## config.mk

```make
export PLATFORM = sky130hd
export DESIGN_NAME = reg_dump_streamer
export DESIGN_NICKNAME = d
export VERILOG_FILES = /design/src/rtl/reg_dump_streamer.sv
export SDC_FILE = /design/constraint.sdc
export NUM_CORES = 1
export LEC_CHECK = 0
export CAP_MARGIN = 15
export CORE_MARGIN = 2
export CORE_UTILIZATION = 52
export CTS_BUF_LIST = sky130_fd_sc_hd__clkbuf_16
export DETAILED_ROUTE_END_ITERATION = 10
export PLACE_DENSITY = 0.85
export SETUP_SLACK_MARGIN = 0.05
export SYNTH_ARGS = -nofsm -noshare
export SYNTH_HDL_FRONTEND = slang
export SYNTH_SLANG_ARGS = --single-unit
```

## constraint.sdc

```tcl
create_clock -name Clk -period 6.87 [get_ports Clk]
set_input_delay 1.374 -clock Clk [delete_from_list [all_inputs] [get_ports Clk]]
set_output_delay 1.374 -clock Clk [all_outputs]
set_load 0.05 [all_outputs]
```

## src/rtl/reg_dump_streamer.sv

```systemverilog
// Snapshots the whole register file on Start and streams it out one register
// per valid/ready beat, followed by an 8-bit wrapping checksum beat.
module reg_dump_streamer #(
    parameter int pw = 4
) (
    input  logic                   Clk,
    input  logic                   Reset,
    input  logic                   Start,
    input  logic                   Abort,
    input  logic [8*(2**pw)-1:0]   RegsIn,
    input  logic                   Ready,
    output logic                   Valid,
    output logic [7:0]             DataOut,
    output logic [pw-1:0]          AddrOut,
    output logic                   Last,
    output logic                   Busy,
    output logic                   Done
);

    localparam int NREG = 2**pw;
    localparam logic [pw-1:0] LAST_IDX = '1;

    typedef enum logic [1:0] {
        S_IDLE,
        S_SEND,
        S_CKSUM,
        S_DONE
    } state_t;

    state_t               state;
    logic [8*NREG-1:0]    snap;
    logic [pw-1:0]        idx;
    logic [7:0]           acc;
    logic                 accept;
    logic [7:0]           sum_next;
    logic [pw-1:0]        idx_next;

    function automatic logic [7:0] byte_at(input logic [8*NREG-1:0] s,
                                           input logic [pw-1:0]     i);
        return s[8*i +: 8];
    endfunction

    // Checksum is deliberately modulo 256; the carry is dropped.
    function automatic logic [7:0] add_wrap(input logic [7:0] a,
                                            input logic [7:0] b);
        return a + b;
    endfunction

    assign accept   = Valid && Ready;
    assign sum_next = add_wrap(acc, DataOut);
    assign idx_next = idx + 1'b1;

    always_ff @(posedge Clk or posedge Reset) begin
        if (Reset) begin
            state   <= S_IDLE;
            snap    <= '0;
            idx     <= '0;
            acc     <= '0;
            Valid   <= 1'b0;
            DataOut <= '0;
            AddrOut <= '0;
            Last    <= 1'b0;
            Busy    <= 1'b0;
            Done    <= 1'b0;
        end else begin
            case (state)
                S_IDLE: begin
                    Done <= 1'b0;
                    if (Start && !Abort) begin
                        snap    <= RegsIn;
                        idx     <= '0;
                        acc     <= '0;
                        Valid   <= 1'b1;
                        DataOut <= RegsIn[7:0];
                        AddrOut <= '0;
                        Last    <= 1'b0;
                        Busy    <= 1'b1;
                        state   <= S_SEND;
                    end
                end

                S_SEND: begin
                    if (Abort) begin
                        Valid <= 1'b0;
                        Last  <= 1'b0;
                        Busy  <= 1'b0;
                        state <= S_IDLE;
                    end else if (accept) begin
                        acc <= sum_next;
                        if (idx == LAST_IDX) begin
                            // Checksum beat carries the running sum including this beat.
                            DataOut <= sum_next;
                            AddrOut <= '0;
                            Last    <= 1'b1;
                            state   <= S_CKSUM;
                        end else begin
                            idx     <= idx_next;
                            AddrOut <= idx_next;
                            DataOut <= byte_at(snap, idx_next);
                        end
                    end
                end

                S_CKSUM: begin
                    if (Abort) begin
                        Valid <= 1'b0;
                        Last  <= 1'b0;
                        Busy  <= 1'b0;
                        state <= S_IDLE;
                    end else if (accept) begin
                        Valid <= 1'b0;
                        Last  <= 1'b0;
                        Busy  <= 1'b0;
                        Done  <= 1'b1;
                        state <= S_DONE;
                    end
                end

                S_DONE: begin
                    Done  <= 1'b0;
                    state <= S_IDLE;
                end

                default: begin
                    Valid <= 1'b0;
                    Last  <= 1'b0;
                    Busy  <= 1'b0;
                    Done  <= 1'b0;
                    state <= S_IDLE;
                end
            endcase
        end
    end

endmodule

```

==> impl_metrics.py, run 1 <==
metrics = {
    "status": {
        "status": "finished clean",
    },
    "drt": {
        "drt_iter0_drc": 307,
        "viasPerCell": 5.78,
        "drc_errors": 0,
        "num_vias": 4982,
        "drtAntennaViolNets": 0,
        "wl_um": 17400,
        "drtPass1Iterations": 5,
        "wl_per_cell_um": 20.2,
    },
    "clocking": {
        "cts.repair.resized": 0,
        "cts_buffers": 17,
        "cts_tree": "built",
        "ctsHoldBuffers": 0,
        "clk_pin_slew_ps": 60,
        "cts.path.max_buffers": 2,
        "cts_max_level": 4,
        "clock_latency_ps": 420,
        "post_cts_buffers": 0,
        "cts_sinks": 157,
        "cts-root-buf": "clkbuf_16",
    },
    "place": {
        "placed_area_um2": 9120,
        "dp_cells": 834,
        "pre_cts_ws_ps": 3000,
        "place_congestion": 0.850,
        "dp_hpwl_um": 12500,
        "portBuffers": 148,
    },
    "global_route": {
        "grt_usage_pct": 23.2,
        "grt-busiest-layer": "met2",
        "overflow": 0,
        "antenna_found_initial": 0,
        "gr-usage-met2_pct": 39.9,
        "use_met3_pct": 4.38,
        "grt_max_degree": 92,
        "grt_pass1_vias": 5386,
        "grt_use_met1_pct": 28.5,
        "grt_pass1_wl_um": 27800,
    },
    "layout": {
        "drive_gt1_share_pct": 27.6,
        "syn_to_final_growth_pct": 27.8,
        "fillers": 976,
        "diodes": 0,
        "stdcell_count": 862,
        "final_nets": 818,
        "final_cell_area_um2": 9620,
        "final_util_pct": 68.7,
    },
    "synthesis": {
        "synth_most_common_cell": "dfrtp_1",
        "synth_top_area_share_pct": 52.2,
        "synth_cell_types": 51,
        "syn-cell-area_um2": 7520,
        "async_flop_share_pct": 100,
        "syn_inst": 534,
        "syn_avg_cell_area_um2": 14.1,
        "synth_commonest_cells": "dfrtp_1, mux2_2, nand2_1",
        "synthTopCellsByArea": "dfrtp_1, mux2_2, mux4_2",
        "synth_seq_area_share_pct": 52.2,
        "yosysTopAreaCell": "dfrtp_1",
        "synth_edf_count": 0,
        "synth_fp_nets": 679,
        "yosys_most_used_dff": "dfrtp_1",
        "ys_seq_elements": 157,
        "yosysWarningCount": 0,
    },
    "hold_path": {
        "hp-class": "reg2reg",
    },
    "timing": {
        "setup_tns_ps": 0,
        "hold_violations": 0,
        "setup_violations": 0,
        "period_share_pct": 51.0,
        "fin_crit_ps": 3500,
        "report.final.slew_viol_count": 0,
        "relSlewSlack_pct": 24.7,
        "rsz0062_at_grt": "false",
        "worst_slack_ps": 3370,
        "skew_ps": 3.33,
        "holdWs_ps": 470,
        "worst_pin_slew_ps": 1130,
        "max_freq_mhz": 285,
    },
    "setup_path": {
        "worstSetupPathType": "reg2reg",
        "arrival_ps": 3800,
        "crit_path_end": "DataOut[1]$_DFFE_PP0P_",
        "required_ps": 7160,
        "reg2reg_depth": 6,
        "critPathMaxFanout": 39,
        "rr_endpoint": "DataOut[1]$_DFFE_PP0P_",
        "timing.rr.start": "idx[0]$_DFFE_PP0P_",
        "end_kind": "flop",
        "startpoint_type": "flop",
        "reg2reg_setup_slack_ps": 3370,
        "setup.worst_path.start": "idx[0]$_DFFE_PP0P_",
    },
    "power": {
        "p_total_mw": 4.36,
        "powerDensity_nw_per_um2": 453,
        "power.ir.vdd_worst_uv": 211,
        "p_leak_nw": 4.05,
    },
    "floorplan": {
        "core_area_um2": 14000,
        "start_util_pct": 53.8,
        "die_width_um": 124,
        "num_io_pins": 149,
        "die-area_um2": 15400,
        "row_count": 43,
        "die_height_um": 124,
    },
    "flow_run": {
        "cap_violations": 0,
    },
}
==> cell families (layout without fill, tap and decap cells) <==
logic type	Yosys count	in the layout	synth area share, %
multiplexers	177	177	31.4
adder cells (fa/ha/maj)	12	12	2.10
AO/OA/AOI/OAI	71	71	6.24
AND/OR/NAND/NOR	68	68	4.21
buffers and inverters	42	190	2.88
flip-flops	157	157	52.2
XOR/XNOR	7	7	0.915
==> layer usage <==
layer	share of wire, %	wire, um
met1	40	6940
met2	52	9100
met3	4.6	801
met4	3.3	569
met5	0	0
==> layout make-up <==
| type | count | area, um^2 | area share (%) |
|---|---|---|---|
| clock buffer | 17 | 425 | 4.42 |
| clock inverter | 11 | 68.8 | 0.716 |
| sequential | 157 | 3930 | 40.9 |
| timing repair buffer | 154 | 1530 | 15.9 |
| inverter | 8 | 35.0 | 0.364 |
| multi-input combinational | 335 | 3410 | 35.4 |
| tap | 180 | 225 | 2.34 |
==> worst min-delay path by stage <==
stage / start / end / slack [ps] / depth (start not counted)
after detailed placement: AddrOut[2]$_DFFE_PP0P_ / AddrOut[2]$_DFFE_PP0P_ / 470 / 2
after floorplan: snap[4]$_DFFE_PP0P_ / snap[4]$_DFFE_PP0P_ / 440 / 2
after global placement: AddrOut[2]$_DFFE_PP0P_ / AddrOut[2]$_DFFE_PP0P_ / 450 / 2
after CTS: AddrOut[2]$_DFFE_PP0P_ / AddrOut[2]$_DFFE_PP0P_ / 480 / 2
final: AddrOut[2]$_DFFE_PP0P_ / AddrOut[2]$_DFFE_PP0P_ / 470 / 2
after global routing: acc[3]$_DFFE_PP0P_ / acc[3]$_DFFE_PP0P_ / 500 / 2
==> critical path, stage by stage, from the launching register on <==
cell	delay, ps
dfrtp_2	1010
ha_2	590
buf_4	450
mux4_1	620
mux2_2	270
a221oi_1	300
a21oi_1	110
==> flip-flops by register name (all words and copies together) (netlist names) <==
| name | flops |
|---|---|
| snap | 128 |
| DataOut | 8 |
| acc | 8 |
| AddrOut | 4 |
| idx | 4 |
| state | 2 |
| Busy | 1 |
| Done | 1 |
| Last | 1 |
==> where the power goes <==
| part | leakage (nW) | internal (mW) | switching (mW) |
|---|---|---|---|
| clock network | 0.264 | 0.476 | 0.336 |
| registers | 1.88 | 1.38 | 0.288 |
| logic | 1.90 | 1.01 | 0.873 |
==> layout by cell type (no fill, tap or decap), types with 3 or more instances in the layout <==
cell,instances
ha_1,10
nand2_1,31
clkinv_1,3
nand2b_1,4
dfrtp_1,156
or3_1,3
a211oi_1,4
clkbuf_16,17
mux4_1,8
a21oi_1,17
nand3_1,10
o22a_1,4
xnor2_1,4
mux2i_1,14
a21o_1,5
and3_1,3
clkdlybuf4s50_1,148
nor2_1,9
mux2_2,131
mux4_2,24
inv_1,13
buf_4,6
o21ai_0,20
o221ai_1,3
(Power assumes the default switching activity.)
==> run 2: changes to the inputs <==
--- a/config.mk
+++ b/config.mk
@@ -7,10 +7,10 @@
 export LEC_CHECK = 0
 export CAP_MARGIN = 15
 export CORE_MARGIN = 2
-export CORE_UTILIZATION = 52
+export CORE_UTILIZATION = 47
 export CTS_BUF_LIST = sky130_fd_sc_hd__clkbuf_16
 export DETAILED_ROUTE_END_ITERATION = 10
-export PLACE_DENSITY = 0.85
+export PLACE_DENSITY = 0.82
 export SETUP_SLACK_MARGIN = 0.05
 export SYNTH_ARGS = -nofsm -noshare
 export SYNTH_HDL_FRONTEND = slang
==> constraint.sdc (replaced) <==
create_clock -name Clk -period 3.2 [get_ports Clk]
set_input_delay 0.64 -clock Clk [delete_from_list [all_inputs] [get_ports Clk]]
set_output_delay 0.64 -clock Clk [all_outputs]
set_load 0.05 [all_outputs]
==> run 2 against run 1 <==
Effect of this change: sequential power is 110% higher; non-clock buffer count is 8 higher; first-iteration DRC count is 18% higher; clock skew is 5.0 ps higher; utilization is 6.0 points lower; wire length fell by 0.17%; flip-flop and latch count is the same; combinational power grew 120%; final cell count rose by 5.7%; power is 130% higher; largest cell class unchanged; largest power group unchanged.
==> impl_metrics.py, run 2 (synthesis results as in run 1) <==
metrics = {
    "clocking": {
        "cts_tree": "built",
        "clock_latency_ps": 420,
        "cts.repair.resized": 0,
        "cts_max_level": 4,
        "cts_buffers": 17,
        "cts_sinks": 157,
        "clk_pin_slew_ps": 60,
        "ctsHoldBuffers": 0,
        "cts-root-buf": "clkbuf_16",
        "post_cts_buffers": 0,
        "cts.path.max_buffers": 2,
    },
    "power": {
        "internal_power_mw": 6.54,
        "combPwrFrac_pct": 42.7,
        "clockPowerShare_pct": 21.9,
        "power.ir.vdd_worst_uv": 571,
        "p_leak_nw": 4.14,
        "powerDensity_nw_per_um2": 993,
        "seq_power_share_pct": 35.4,
        "switchingPower_mw": 3.29,
        "p_total_mw": 9.82,
        "p_sw_share_pct": 33.5,
    },
    "timing": {
        "skew_ps": 8.29,
        "period_share_pct": 81.4,
        "rsz0062_at_grt": "false",
        "fin_crit_ps": 2610,
        "max_freq_mhz": 384,
        "worst_pin_slew_ps": 700,
        "worst_slack_ps": 595,
        "holdWs_ps": 478,
        "report.final.slew_viol_count": 0,
        "setup_violations": 0,
        "hold_violations": 0,
        "setup_tns_ps": 0,
        "relSlewSlack_pct": 53.3,
    },
    "global_route": {
        "grt_max_degree": 99,
        "grt_pass1_vias": 5310,
        "grt_usage_pct": 21.9,
        "overflow": 0,
        "antenna_found_initial": 1,
        "grt_pass1_wl_um": 27700,
    },
    "place": {
        "dp_hpwl_um": 12700,
        "placed_area_um2": 9260,
        "pre_cts_ws_ps": 462,
        "place_congestion": 0.885,
        "portBuffers": 148,
        "dp_cells": 878,
    },
    "layout": {
        "drive_gt1_share_pct": 29.4,
        "largest_registers": "snap x128, DataOut x8, acc x8",
        "final_util_pct": 62.7,
        "stdcell_count": 911,
        "final_cell_area_um2": 9890,
        "syn_to_final_growth_pct": 31.5,
        "mostFrequentLayoutCell": "dfrtp_1",
        "final_cell_mix": "dfrtp_1, clkdlybuf4s50_1, mux2_2",
        "largest_reg_flops": 128,
        "final_nets": 826,
        "largest-register": "snap",
    },
    "drt": {
        "wl_um": 17400,
        "drtPass1Iterations": 4,
        "num_vias": 4948,
        "viasPerCell": 5.43,
        "drt_iter0_drc": 361,
        "drtAntennaViolNets": 0,
        "drc_errors": 0,
        "wl_per_cell_um": 19.1,
    },
    "floorplan": {
        "die_width_um": 131,
        "num_io_pins": 149,
        "row_count": 46,
        "die_height_um": 131,
        "die-area_um2": 17000,
        "core_area_um2": 15800,
        "start_util_pct": 47.7,
    },
    "setup_path": {
        "end_kind": "flop",
        "worstSetupPathType": "reg2reg",
        "required_ps": 3490,
        "startpoint_type": "flop",
        "arrival_ps": 2890,
        "critPathMaxFanout": 9,
    },
    "hold_path": {
        "hp-class": "reg2reg",
    },
    "flow_run": {
        "cap_violations": 0,
    },
    "status": {
        "status": "finished clean",
    },
}
[run 2: cell count changes in the layout (fill, tap and decap cells not counted)]
| cell | delta |
|---|---|
| inv_6 | -1 |
| bufinv_16 | +4 |
| diode_2 | +1 |
| inv_1 | -5 |
| clkinv_4 | +1 |
| buf_12 | +3 |
| buf_4 | +5 |
| clkinv_2 | +1 |
| clkinvlp_4 | +3 |
| clkinv_1 | +1 |
[run 2: path summary, 6_finish.rpt]
kind                                          endpoint  slack [ps]  cells past startpoint               start
worst min register to register      acc[0]$_DFFE_PP0P_         480                      2  acc[0]$_DFFE_PP0P_
worst min-delay path                acc[0]$_DFFE_PP0P_         480                      2  acc[0]$_DFFE_PP0P_
worst max-delay path            DataOut[7]$_DFFE_PP0P_         590                      7  idx[1]$_DFFE_PP0P_
worst max register to register  DataOut[7]$_DFFE_PP0P_         590                      7  idx[1]$_DFFE_PP0P_
max in group asynchronous         snap[57]$_DFFE_PP0P_        1930                      3               Reset
min in group asynchronous         snap[96]$_DFFE_PP0P_         500                      2               Reset
[run 2: area by class of cell]
cell class	count	area [um^2]
diodes	1	2.50
clock buffers	17	425
clock inverters	15	203
fillers	1180	5880
inverters	8	33.8
multi-input cells	335	3410
flip-flops and latches	157	3930
well taps	216	270
repair buffers	162	1620
[run 2: power by group through the flow]
stage | combinational (mW) | clock [mW] | sequential, mW
finish | 4.19 | 2.16 | 3.48
global route | 4.52 | 2.27 | 3.60
CTS | 4.21 | 2.19 | 3.48
detailed placement | 4.19 | 0 | 3.50
global placement | 4.07 | 0 | 3.42
floorplan | 2.90 | 0 | 3.59
[run 2: routing by layer]
metal | GRT usage (%) | vias to the layer above | part of all wire [%]
met5 | 0 | - | 0
met4 | 9.39 | 0 | 2.9
met3 | 5.17 | 30 | 5.2
met2 | 35.7 | 149 | 50
met1 | 28.3 | 2490 | 42
li1 | - | 2279 | -
[run 2: worst max-delay path, stage by stage, from the launching register on]
cell      delay [ps]
dfrtp_1          440
ha_2             470
buf_4            250
mux4_1           630
mux2_2           300
nand3_1          110
a31o_2           170
o311ai_1         100
==> run 3: changes to the inputs <==
--- a/config.mk
+++ b/config.mk
@@ -7,10 +7,10 @@
 export LEC_CHECK = 0
 export CAP_MARGIN = 15
 export CORE_MARGIN = 2
-export CORE_UTILIZATION = 47
+export CORE_UTILIZATION = 52
 export CTS_BUF_LIST = sky130_fd_sc_hd__clkbuf_16
 export DETAILED_ROUTE_END_ITERATION = 10
-export PLACE_DENSITY = 0.82
+export PLACE_DENSITY = 0.85
 export SETUP_SLACK_MARGIN = 0.05
 export SYNTH_ARGS = -nofsm -noshare
 export SYNTH_HDL_FRONTEND = slang
==> constraint.sdc (replaced) <==
create_clock -name Clk -period 2.6 [get_ports Clk]
set_input_delay 0.52 -clock Clk [delete_from_list [all_inputs] [get_ports Clk]]
set_output_delay 0.52 -clock Clk [all_outputs]
set_load 0.05 [all_outputs]
==> run 3 against run 2 <==
Effect of this change: register-to-register slack lost 380 ps; largest cell class unchanged; count of clock-buffer cells in the layout is the same; worst setup slack got worse by 380 ps; global-route usage rose by 2.0 points; first-iteration DRC count grew 7.5%; worst hold slack got worse by 3.5 ps; die area decreased by 9.3%.
==> impl_metrics.py, run 3 (synthesis results as in run 1) <==
metrics = {
    "power": {
        "powerDensity_nw_per_um2": 1220,
        "p_leak_nw": 4.16,
        "p_total_mw": 12.1,
        "power.ir.vdd_worst_uv": 579,
    },
    "setup_path": {
        "worstSetupPathType": "reg2reg",
        "timing.rr.start": "idx[1]$_DFFE_PP0P_",
        "reg2reg_depth": 6,
        "critPathMaxFanout": 20,
        "arrival_ps": 2680,
        "reg2reg_setup_slack_ps": 220,
        "startpoint_type": "flop",
        "rr_endpoint": "DataOut[1]$_DFFE_PP0P_",
        "required_ps": 2900,
        "end_kind": "flop",
    },
    "drt": {
        "drt_iter0_drc": 388,
        "drtPass1Iterations": 5,
        "drc_errors": 0,
        "viasPerCell": 5.80,
        "wl_per_cell_um": 20.0,
        "num_vias": 5094,
        "drtAntennaViolNets": 0,
        "wl_um": 17500,
    },
    "place": {
        "portBuffers": 148,
        "pre_cts_ws_ps": 215,
        "place_congestion": 0.867,
        "dp_hpwl_um": 12900,
    },
    "timing": {
        "max_freq_mhz": 420,
        "period_share_pct": 91.6,
        "report.final.slew_viol_count": 0,
        "worst_slack_ps": 218,
        "fin_crit_ps": 2380,
        "skew_ps": 5.56,
        "hold_violations": 0,
        "setup_violations": 0,
        "worst_pin_slew_ps": 570,
        "holdWs_ps": 474,
        "rsz0062_at_grt": "false",
        "relSlewSlack_pct": 62.0,
        "setup_tns_ps": 0,
    },
    "layout": {
        "final_util_pct": 70.7,
        "drive_gt1_share_pct": 30.1,
        "fillers": 919,
        "largest_reg_flops": 128,
        "diodes": 0,
        "largest_registers": "snap x128, DataOut x8, acc x8",
        "final_cell_mix": "dfrtp_1, clkdlybuf4s50_1, mux2_2",
        "syn_to_final_growth_pct": 31.5,
        "mostFrequentLayoutCell": "dfrtp_1",
        "final_nets": 830,
        "largest-register": "snap",
    },
    "global_route": {
        "grt_max_degree": 75,
        "antenna_found_initial": 0,
        "overflow": 0,
        "grt_pass1_wl_um": 28700,
        "grt_pass1_vias": 5494,
        "grt_usage_pct": 23.8,
    },
    "floorplan": {
        "die_height_um": 124,
        "row_count": 43,
        "start_util_pct": 53.8,
        "core_area_um2": 14000,
        "die_width_um": 124,
        "num_io_pins": 149,
        "die-area_um2": 15400,
    },
    "hold_path": {
        "hold_start": "acc[4]$_DFFE_PP0P_",
        "hp-class": "reg2reg",
        "hold_end": "acc[4]$_DFFE_PP0P_",
        "whs_path_depth": 2,
    },
    "clocking": {
        "clock_latency_ps": 430,
        "cts_buffers": 17,
        "cts-root-buf": "clkbuf_16",
        "cts.repair.resized": 0,
        "ctsHoldBuffers": 0,
        "cts_max_level": 4,
        "cts.path.max_buffers": 2,
        "cts_sinks": 157,
        "cts_tree": "built",
        "clk_pin_slew_ps": 60,
        "post_cts_buffers": 0,
    },
    "flow_run": {
        "cap_violations": 0,
    },
    "status": {
        "status": "finished clean",
    },
}
run 3: cell count changes in the layout (fill, tap and decap cells not counted), sizes merged:
cell	previous run	this run
buf	14	18
bufinv	5	4
clkinvlp	3	4
diode	1	0
run 3: cell type report:
class                           instances  area [um^2]  area share (%)
Tap cell                              180          225            2.28
Timing Repair Buffer                  166         1690            17.1
Sequential cell                       157         3930            39.7
Multi-Input combinational cell        335         3410            34.4
Clock inverter                         15          179            1.81
Clock buffer                           17          425            4.30
Inverter                                8         33.8           0.342
run 3: how the worst max path moves through the flow:
| stage | to | depth (start not counted) | slack [ps] | start |
|---|---|---|---|---|
| final | DataOut[1]$_DFFE_PP0P_ | 6 | 220 | idx[1]$_DFFE_PP0P_ |
| after global routing | DataOut[0]$_DFFE_PP0P_ | 6 | 90 | idx[1]$_DFFE_PP0P_ |
| after CTS | DataOut[1]$_DFFE_PP0P_ | 6 | 220 | idx[1]$_DFFE_PP0P_ |
| after detailed placement | DataOut[1]$_DFFE_PP0P_ | 7 | 210 | Ready |
| after global placement | DataOut[0]$_DFFE_PP0P_ | 7 | 240 | Ready |
| after floorplan | AddrOut[0]$_DFFE_PP0P_ | 1 | 90 | Reset |
run 3: stage by stage:
step	cells	cell area [um^2]
2_1_floorplan	534	7530
3_3_place_gp	846	9290
3_5_place_dp	846	9290
4_1_cts	878	9890
5_1_grt	878	9890
6_report	878	9890
run 3: power breakdown:
group / switching, mW / leakage, nW / internal, mW / total [mW]
Sequential: 0.695 / 1.88 / 3.64 / 4.34
Clock: 0.964 / 0.294 / 1.58 / 2.55
Combinational: 2.42 / 1.98 / 2.78 / 5.20
Total: 4.08 / 4.16 / 8.00 / 12.1
run 3: worst max-delay path: stages, from the launching register on:
cell	delay [ps]
dfrtp_1	440
ha_2	400
buf_12	200
mux4_1	560
mux2_2	270
a221oi_1	270
a21oi_1	100
run 3: layer usage:
layer / wire length, um / global-route usage, % / up-vias / share of wire (%)
met2: 9050 / 39.9 / 192 / 52
met5: 0 / 0 / - / 0
li1: - / - / 2296 / -
met3: 1040 / 5.46 / 31 / 5.9
met4: 378 / 8.86 / 0 / 2.2
met1: 7070 / 30.5 / 2575 / 40
